==> src/rtl/pte_port_pkg.sv <==
// Shared types and widths for the MMU page-walk DRAM port.
package pte_port_pkg;

  localparam int unsigned PTE_WIDTH = 32;
  localparam int unsigned PTE_V_BIT = 0;
  localparam int unsigned TMO_WIDTH = 16;

  typedef enum logic [1:0] {
    IDLE  = 2'd0,
    ISSUE = 2'd1,
    WAIT  = 2'd2,
    DONE  = 2'd3
  } pw_state_e;

  // Latched MMU command, replayed to DRAM.
  typedef struct packed {
    logic                 we;
    logic [PTE_WIDTH-1:0] addr;
    logic [PTE_WIDTH-1:0] wdata;
  } pte_cmd_t;

endpackage

==> src/rtl/m_pte_dram_port_if.sv <==
// MMU-side and DRAM-side signals of the page-walk port.
interface m_pte_dram_port_if;
  import pte_port_pkg::*;

  logic                 i_req;
  logic                 i_we;
  logic [PTE_WIDTH-1:0] i_addr;
  logic [PTE_WIDTH-1:0] i_wdata;
  logic                 i_flush;
  logic                 o_busy;
  logic [PTE_WIDTH-1:0] o_rdata;
  logic                 o_err;
  logic                 o_dram_req;
  logic                 o_dram_we;
  logic [PTE_WIDTH-1:0] o_dram_addr;
  logic [PTE_WIDTH-1:0] o_dram_wdata;
  logic                 i_dram_busy;
  logic                 i_dram_done;
  logic [PTE_WIDTH-1:0] i_dram_rdata;

  modport slave (
    input  i_req, i_we, i_addr, i_wdata, i_flush,
    input  i_dram_busy, i_dram_done, i_dram_rdata,
    output o_busy, o_rdata, o_err,
    output o_dram_req, o_dram_we, o_dram_addr, o_dram_wdata
  );

  modport master (
    output i_req, i_we, i_addr, i_wdata, i_flush,
    output i_dram_busy, i_dram_done, i_dram_rdata,
    input  o_busy, o_rdata, o_err,
    input  o_dram_req, o_dram_we, o_dram_addr, o_dram_wdata
  );

endinterface

==> src/rtl/m_pw_timeout.sv <==
// Saturating WAIT-cycle counter; expire_c flags the last allowed cycle.
module m_pw_timeout
  import pte_port_pkg::*;
(
  input  logic                 clk,
  input  logic                 rst_n,
  input  logic                 clr,
  input  logic                 en,
  input  logic [TMO_WIDTH-1:0] limit,
  output logic                 expire_c
);

  localparam int unsigned CW = TMO_WIDTH + 1;

  logic [TMO_WIDTH-1:0] cnt;

  // Count enabled cycles, clear on request, hold at the limit.
  always_ff @(posedge clk or negedge rst_n) begin
    if (!rst_n) begin
      cnt <= '0;
    end else if (clr) begin
      cnt <= '0;
    end else if (en && (cnt < limit)) begin
      cnt <= cnt + TMO_WIDTH'(1);
    end
  end

  // The cycle whose edge takes the count to the limit is the expiring one.
  assign expire_c = en && (({1'b0, cnt} + CW'(1)) >= {1'b0, limit});

endmodule

==> src/rtl/m_pte_dram_port.sv <==
// Page-walk memory port: sequences MMU PTE reads/write-backs onto DRAM.
// Optional one-entry PTE cache enabled by defining PTE_L1_CACHE_EN.
module m_pte_dram_port
  import pte_port_pkg::*;
#(
  parameter int unsigned TIMEOUT_CYCLES = 1023
) (
  input  logic             CLK,
  input  logic             RST_X,
  m_pte_dram_port_if.slave bus
);

  localparam logic [TMO_WIDTH-1:0] TMO_LIMIT = TMO_WIDTH'(TIMEOUT_CYCLES);

  pw_state_e            state;
  pte_cmd_t             cmd_q;
  logic [PTE_WIDTH-1:0] req_addr_c;
  logic                 issue_c;
  logic                 wait_c;
  logic                 tmo_expire_c;
  logic                 hit_c;
  logic [PTE_WIDTH-1:0] hit_data_c;

  assign req_addr_c = {bus.i_addr[PTE_WIDTH-1:2], 2'b00};
  // The strobe must follow DRAM busy in the same cycle, so it is decoded.
  assign issue_c    = (state == ISSUE) && !bus.i_dram_busy;
  assign wait_c     = (state == WAIT);

  assign bus.o_dram_req   = issue_c;
  assign bus.o_dram_we    = cmd_q.we;
  assign bus.o_dram_addr  = cmd_q.addr;
  assign bus.o_dram_wdata = cmd_q.wdata;

  m_pw_timeout u_timeout (
    .clk      (CLK),
    .rst_n    (RST_X),
    .clr      (issue_c),
    .en       (wait_c),
    .limit    (TMO_LIMIT),
    .expire_c (tmo_expire_c)
  );

`ifdef PTE_L1_CACHE_EN
  logic                 c_valid;
  logic [PTE_WIDTH-1:0] c_addr;
  logic [PTE_WIDTH-1:0] c_data;
  logic                 c_match_c;

  assign c_match_c  = c_valid && (c_addr == req_addr_c);
  assign hit_c      = (state == IDLE) && bus.i_req && !bus.i_we && c_match_c;
  assign hit_data_c = c_data;

  // One-entry PTE cache: fill on DRAM read, write-through, flush wins.
  always_ff @(posedge CLK or negedge RST_X) begin
    if (!RST_X) begin
      c_valid <= 1'b0;
      c_addr  <= '0;
      c_data  <= '0;
    end else begin
      if ((state == IDLE) && bus.i_req && bus.i_we && c_match_c) begin
        c_data <= bus.i_wdata;
      end
      if (wait_c && bus.i_dram_done && !cmd_q.we) begin
        c_valid <= 1'b1;
        c_addr  <= cmd_q.addr;
        c_data  <= bus.i_dram_rdata;
      end
      if (bus.i_flush) begin
        c_valid <= 1'b0;
      end
    end
  end
`else
  logic unused_flush;
  assign unused_flush = bus.i_flush;
  assign hit_c        = 1'b0;
  assign hit_data_c   = '0;
`endif

  // Access sequencer with registered busy, read data and error pulse.
  always_ff @(posedge CLK or negedge RST_X) begin
    if (!RST_X) begin
      state       <= IDLE;
      cmd_q       <= '0;
      bus.o_busy  <= 1'b0;
      bus.o_rdata <= '0;
      bus.o_err   <= 1'b0;
    end else begin
      bus.o_err <= 1'b0;
      case (state)
        IDLE: begin
          if (bus.i_req) begin
            cmd_q.we    <= bus.i_we;
            cmd_q.addr  <= req_addr_c;
            cmd_q.wdata <= bus.i_wdata;
            if (hit_c) begin
              bus.o_rdata <= hit_data_c;
              state       <= DONE;
            end else begin
              bus.o_busy <= 1'b1;
              state      <= ISSUE;
            end
          end
        end
        ISSUE: begin
          if (!bus.i_dram_busy) begin
            state <= WAIT;
          end
        end
        WAIT: begin
          if (bus.i_dram_done) begin
            if (!cmd_q.we) begin
              bus.o_rdata <= bus.i_dram_rdata;
            end
            bus.o_busy <= 1'b0;
            state      <= DONE;
          end else if (tmo_expire_c) begin
            bus.o_rdata <= '0;
            bus.o_err   <= 1'b1;
            bus.o_busy  <= 1'b0;
            state       <= DONE;
          end
        end
        DONE: begin
          state <= IDLE;
        end
        default: begin
          state <= IDLE;
        end
      endcase
    end
  end

endmodule

==> src/flat_wrapper.sv <==
// flat-port wrapper written by rule: the top's interface ports become plain ports
module m_pte_dram_port_flat import pte_port_pkg::*;
#(
  parameter int unsigned TIMEOUT_CYCLES = 1023
)
  (CLK, RST_X, bus_i_req, bus_i_we, bus_i_addr, bus_i_wdata, bus_i_flush, bus_i_dram_busy, bus_i_dram_done, bus_i_dram_rdata, bus_o_busy, bus_o_rdata, bus_o_err, bus_o_dram_req, bus_o_dram_we, bus_o_dram_addr, bus_o_dram_wdata);
  m_pte_dram_port_if bus_i ();
  input  logic CLK;
  input  logic RST_X;
  input wire logic [$bits(bus_i.i_req)-1:0] bus_i_req;
  input wire logic [$bits(bus_i.i_we)-1:0] bus_i_we;
  input wire logic [$bits(bus_i.i_addr)-1:0] bus_i_addr;
  input wire logic [$bits(bus_i.i_wdata)-1:0] bus_i_wdata;
  input wire logic [$bits(bus_i.i_flush)-1:0] bus_i_flush;
  input wire logic [$bits(bus_i.i_dram_busy)-1:0] bus_i_dram_busy;
  input wire logic [$bits(bus_i.i_dram_done)-1:0] bus_i_dram_done;
  input wire logic [$bits(bus_i.i_dram_rdata)-1:0] bus_i_dram_rdata;
  output wire logic [$bits(bus_i.o_busy)-1:0] bus_o_busy;
  output wire logic [$bits(bus_i.o_rdata)-1:0] bus_o_rdata;
  output wire logic [$bits(bus_i.o_err)-1:0] bus_o_err;
  output wire logic [$bits(bus_i.o_dram_req)-1:0] bus_o_dram_req;
  output wire logic [$bits(bus_i.o_dram_we)-1:0] bus_o_dram_we;
  output wire logic [$bits(bus_i.o_dram_addr)-1:0] bus_o_dram_addr;
  output wire logic [$bits(bus_i.o_dram_wdata)-1:0] bus_o_dram_wdata;
  assign bus_i.i_req = bus_i_req;
  assign bus_i.i_we = bus_i_we;
  assign bus_i.i_addr = bus_i_addr;
  assign bus_i.i_wdata = bus_i_wdata;
  assign bus_i.i_flush = bus_i_flush;
  assign bus_i.i_dram_busy = bus_i_dram_busy;
  assign bus_i.i_dram_done = bus_i_dram_done;
  assign bus_i.i_dram_rdata = bus_i_dram_rdata;
  assign bus_o_busy = bus_i.o_busy;
  assign bus_o_rdata = bus_i.o_rdata;
  assign bus_o_err = bus_i.o_err;
  assign bus_o_dram_req = bus_i.o_dram_req;
  assign bus_o_dram_we = bus_i.o_dram_we;
  assign bus_o_dram_addr = bus_i.o_dram_addr;
  assign bus_o_dram_wdata = bus_i.o_dram_wdata;
  m_pte_dram_port #(.TIMEOUT_CYCLES(TIMEOUT_CYCLES)) u_core (.CLK(CLK), .RST_X(RST_X), .bus(bus_i));
endmodule
==> config.mk <==
export PLATFORM = sky130hd
export DESIGN_NAME = m_pte_dram_port_flat
export DESIGN_NICKNAME = d
export VERILOG_FILES = /design/src/rtl/pte_port_pkg.sv /design/src/rtl/m_pte_dram_port_if.sv /design/src/rtl/m_pw_timeout.sv /design/src/rtl/m_pte_dram_port.sv /design/src/flat_wrapper.sv
export SDC_FILE = /design/constraint.sdc
export NUM_CORES = 1
export LEC_CHECK = 0
export CAP_MARGIN = 15
export CORE_MARGIN = 1
export CORE_UTILIZATION = 47
export CTS_CLUSTER_SIZE = 30
export DETAILED_ROUTE_END_ITERATION = 12
export GPL_TIMING_DRIVEN = 0
export PLACE_DENSITY_LB_ADDON = 0.15
export SETUP_SLACK_MARGIN = 0.5
export SLEW_MARGIN = 20
export SYNTH_ARGS = -nofsm -noshare
export SYNTH_HDL_FRONTEND = slang
export SYNTH_SLANG_ARGS = --single-unit
==> constraint.sdc <==
create_clock -name CLK -period 4.3 [get_ports CLK]
set_input_delay 0.43 -clock CLK [delete_from_list [all_inputs] [get_ports CLK]]
set_output_delay 0.43 -clock CLK [all_outputs]
set_load 0.005 [all_outputs]
==> summary.txt <==
Run status
  • Status: finished, final reports clean

Logic synthesis
  • Ys Warns: 0
  • Synth Area in Compound Gates: 14.6%
  • Mapped Avg Cell Area: 13.3 µm²
  • Mux cell area share after synthesis: 14.2%
  • Sequential fraction of the synthesis area: 57.6%
  • Largest family of logic cells by synthesized area: compound AO/OA/AOI/OAI gates
  • Cells after Synth: 376
  • Synthesized cell area: 4990 µm²
  • Fraction of the mapped netlist area in adder cells: 1.25%
  • Synth Area in Simple Gates: 7.04%
  • Cell variety after synth: 41
  • #FFs+latches synth: 115
  • Post-Synth XOR/XNOR Area: 2.10%

Timing
  • RSZ-0062 raised after global routing: false
  • # setup viols final: 0
  • Max Slew Vio Count: 0
  • F_max: 320 MHz
  • Setup ws final: 1.17 ns
  • Minimum hold slack: 0.398 ns
  • Worst Skew: 0.00680 ns
  • Period minus WS final: 3.13 ns
  • Final cycle utilization of the critical path: 72.8%
  • Endpoints failing hold: 0
  • Slew HR: 54.8%
  • Tightest Pin Transition: 0.670 ns

Pwr
  • Reg power frac: 32.6%
  • Leak: 3.28 nW
  • Worst vdd ir: 0.620 mV
  • Combinational power share: 41.1%
  • Final total power: 5.82 mW
  • Clock power share: 26.3%
  • Switching share of total power: 28.3%
  • PwrDens: 744 nW/µm²
  • Power Internal: 4.17 mW
  • P_sw: 1.65 mW

Setup path
  • WP buf/inv: 4
  • FF-to-FF Start: u_core.u_timeout.cnt[0]$_DFFE_PN0P_
  • Slowest cell delay on critical path: 0.60 ns
  • Critical Path Source Type: register
  • Crit path max-delay family: buffers and inverters
  • Kind of critical path: reg2out
  • FF-to-FF setup slack: 1.81 ns
  • Worst Path Required: 3.87 ns
  • Crit path capture type: output port
  • CP max-delay cell: clkdlybuf4s50_1
  • Crit path cell chain: inv_1 -> ha_1 -> nor2b_1 -> clkbuf_1 -> clkbuf_1 -> clkdlybuf4s50_1
  • WP data arrival: 2.70 ns
  • R2r endpoint: u_core.bus.o_rdata[23]$_DFFE_PN0P_
  • Max FO, Critical Path: 10
  • Worst path most repeated cell: clkbuf_1
  • Worst R2R Path Depth: 8

Route
  • Routed WL per cell: 17.4 µm
  • Vias/cell: 5.34
  • Total wire length: 13000 µm
  • Via count: 3967
  • Pre-Repair DR Iteration Count: 5
  • Remaining antenna violation count: 0
  • Initial DRC Count: 180
  • DR DRC count: 0

CTS
  • Root Driver: clkbuf_8
  • PostCTS Resize Cnt: 0
  • Num CTS Buffers: 17
  • CTS tree: built
  • Clk buf depth: 2
  • Reg clk slew, reported paths: 0.05 ns
  • Worst-Skew Late Latency: 0.52 ns
  • H-tree depth: 4
  • Num Clock Sinks: 115

Global route
  • Grt total ovfl: 0
  • Antenna violations before repair: 0
  • First-pass GRT wire length: 21200 µm
  • Number of global-route vias before repair: 4196
  • Largest net degree at the start of global routing: 69
  • Global-route usage over all layers: 25.2%

Layout
  • Fill count: 668
  • Diodes inserted: 0
  • Fraction of layout cells with a size suffix above 1: 19.8%
  • Final Non-Filler Cells: 743
  • P&R area growth vs syn: 56.5%
  • Design area: 7820 µm²
  • Nets: 702

Worst hold path
  • Hold Crit Start: bus_i_dram_done
  • Min-Delay Endpoint: u_core.bus.o_rdata[0]$_DFFE_PN0P_
  • Depth of the worst hold-timing path: 2
  • Worst hold path type: in2reg

Placed design
  • Hpwl dp: 9190 µm
  • DP Area: 7160 µm²
  • GPL Wtd Cong: 0.833
  • Placed instance count: 710
  • # port buffers: 196
  • Pre-CTS setup slack: 1.50 ns

Floorplan
  • Starting density of the core: 48.4%
  • I/O pin cnt: 203
  • Core Region: 10300 µm²
  • Cell row count: 37
  • Full die area: 11000 µm²
  • Die width: 105 µm
  • Die height: 105 µm

Flow run
  • Max_cap viols: 0
[placed cells by master, fill, tap and decap left out, types with 7 or more instances in the layout]
cell             count
clkdlybuf4s50_1    195
a22o_2               9
a22o_1              55
clkbuf_16           16
mux2_2              63
clkbuf_1            22
nor3_1               7
nand2_1             10
nor2_1              19
xnor2_1              7
dfrtp_1            115
nor2b_1              8
[Yosys cell counts, drive strengths merged]
library cell	number	share of area, %
nand3	5	0.50
nand2	10	0.75
nor3	8	1.0
nor4	1	0.13
buf	6	1.1
xor2	5	0.88
xnor2	7	1.2
nor2	19	1.4
inv	5	0.38
nor2b	8	1.0
o2111a	1	0.23
o41ai	3	1.1
or4	1	0.15
a211oi	2	0.30
or2	2	0.25
mux2	63	14
or3	1	0.13
o21ai	6	0.68
nor3b	1	0.15
a221oi	1	0.18
nand2b	1	0.13
dfrtp	115	58
and4	3	0.53
o31a	1	0.20
conb	1	0.075
and3	1	0.13
a22o	64	11
a21o	1	0.15
ha	5	1.3
clkbuf	21	1.6
a21oi	2	0.20
a31o	1	0.18
nand4	5	0.75
[sequential cells by signal, summed over array words and instances, names as in the netlist]
register	count
u_core.state	2
u_core.bus.o_rdata	32
u_core.bus.o_dram_wdata	32
u_core.bus.o_dram_addr	30
u_core.bus.o_err	1
u_core.bus.o_dram_we	1
u_core.u_timeout.cnt	16
u_core.bus.o_busy	1
[power by group through the flow]
stage                     logic, mW  registers, mW  clock network (mW)
after floorplan                1.06           1.91                   0
after global placement         2.34           1.87                   0
after detailed placement       2.39           1.90                   0
after CTS                      2.42           1.90                1.55
after global routing           2.58           1.96                1.60
final                          2.39           1.90                1.53
[how the worst max path moves through the flow]
stage                                         from                                       to  slack (ns)  depth (start not counted)
2_1_floorplan  u_core.u_timeout.cnt[0]$_DFFE_PN0P_              u_core.state[1]$_DFFE_PN0P_        2.14                          7
3_3_place_gp                                 RST_X  u_core.bus.o_dram_wdata[17]$_DFFE_PN0P_       -1.68                          1
3_5_place_dp                       bus_i_dram_busy                           bus_o_dram_req        1.50                          5
4_1_cts                u_core.state[1]$_DFFE_PN0P_                           bus_o_dram_req        1.15                          6
5_1_grt                u_core.state[1]$_DFFE_PN0P_                           bus_o_dram_req        0.94                          6
6_report               u_core.state[1]$_DFFE_PN0P_                           bus_o_dram_req        1.17                          6
[through the flow]
step                      utilization (%)  TNS, ns
final                                75.7        0
after global routing                 75.7        0
after CTS                            75.7        0
after detailed placement             69.3        0
after global placement               69.1  -191.92
after floorplan                         -        0
[timing repair]
action	4_1_cts	5_1_grt
endpoints found under the setup margin	0	0
hold buffers	1	0
hold endpoints to repair	67	0
buffers inserted	0	0
[metal layers]
layer / global-route usage, % / routed length, µm / vias to the layer above
li1: - / - / 1827
met2: 42.4 / 6390 / 164
met4: 6.64 / 172 / 0
met5: 0 / 0 / -
met1: 27.4 / 5020 / 1960
met3: 13.9 / 1370 / 16
[logic make-up after synthesis]
logic type	after synthesis
simple gates	66
compound gates	82
xor+xnor	12
fa+ha+maj	5
buf+inv	32
other cells	1
mux	63
flops	115
[worst register-to-register path: stages (launching register included)]
cell     delay [ns]
dfrtp_1        0.47
ha_1           0.24
nand3_1        0.23
nor3_4         0.30
o21ai_1        0.10
o31a_2         0.16
o41ai_4        0.56
buf_6          0.22
a22o_2         0.16
[layout make-up]
cell class              instances  area, µm²  share of cell area [%]
flip-flops and latches        115       2880                    36.8
repair buffers                198       2000                    25.6
multi-input cells             230       1970                    25.1
clock buffers                  20        445                    5.70
clock inverters                12        203                    2.59
well taps                     136        170                    2.18
plain buffers                  27        135                    1.73
inverters                       5       18.8                   0.240
No activity file was read; power rests on OpenSTA's default activity.
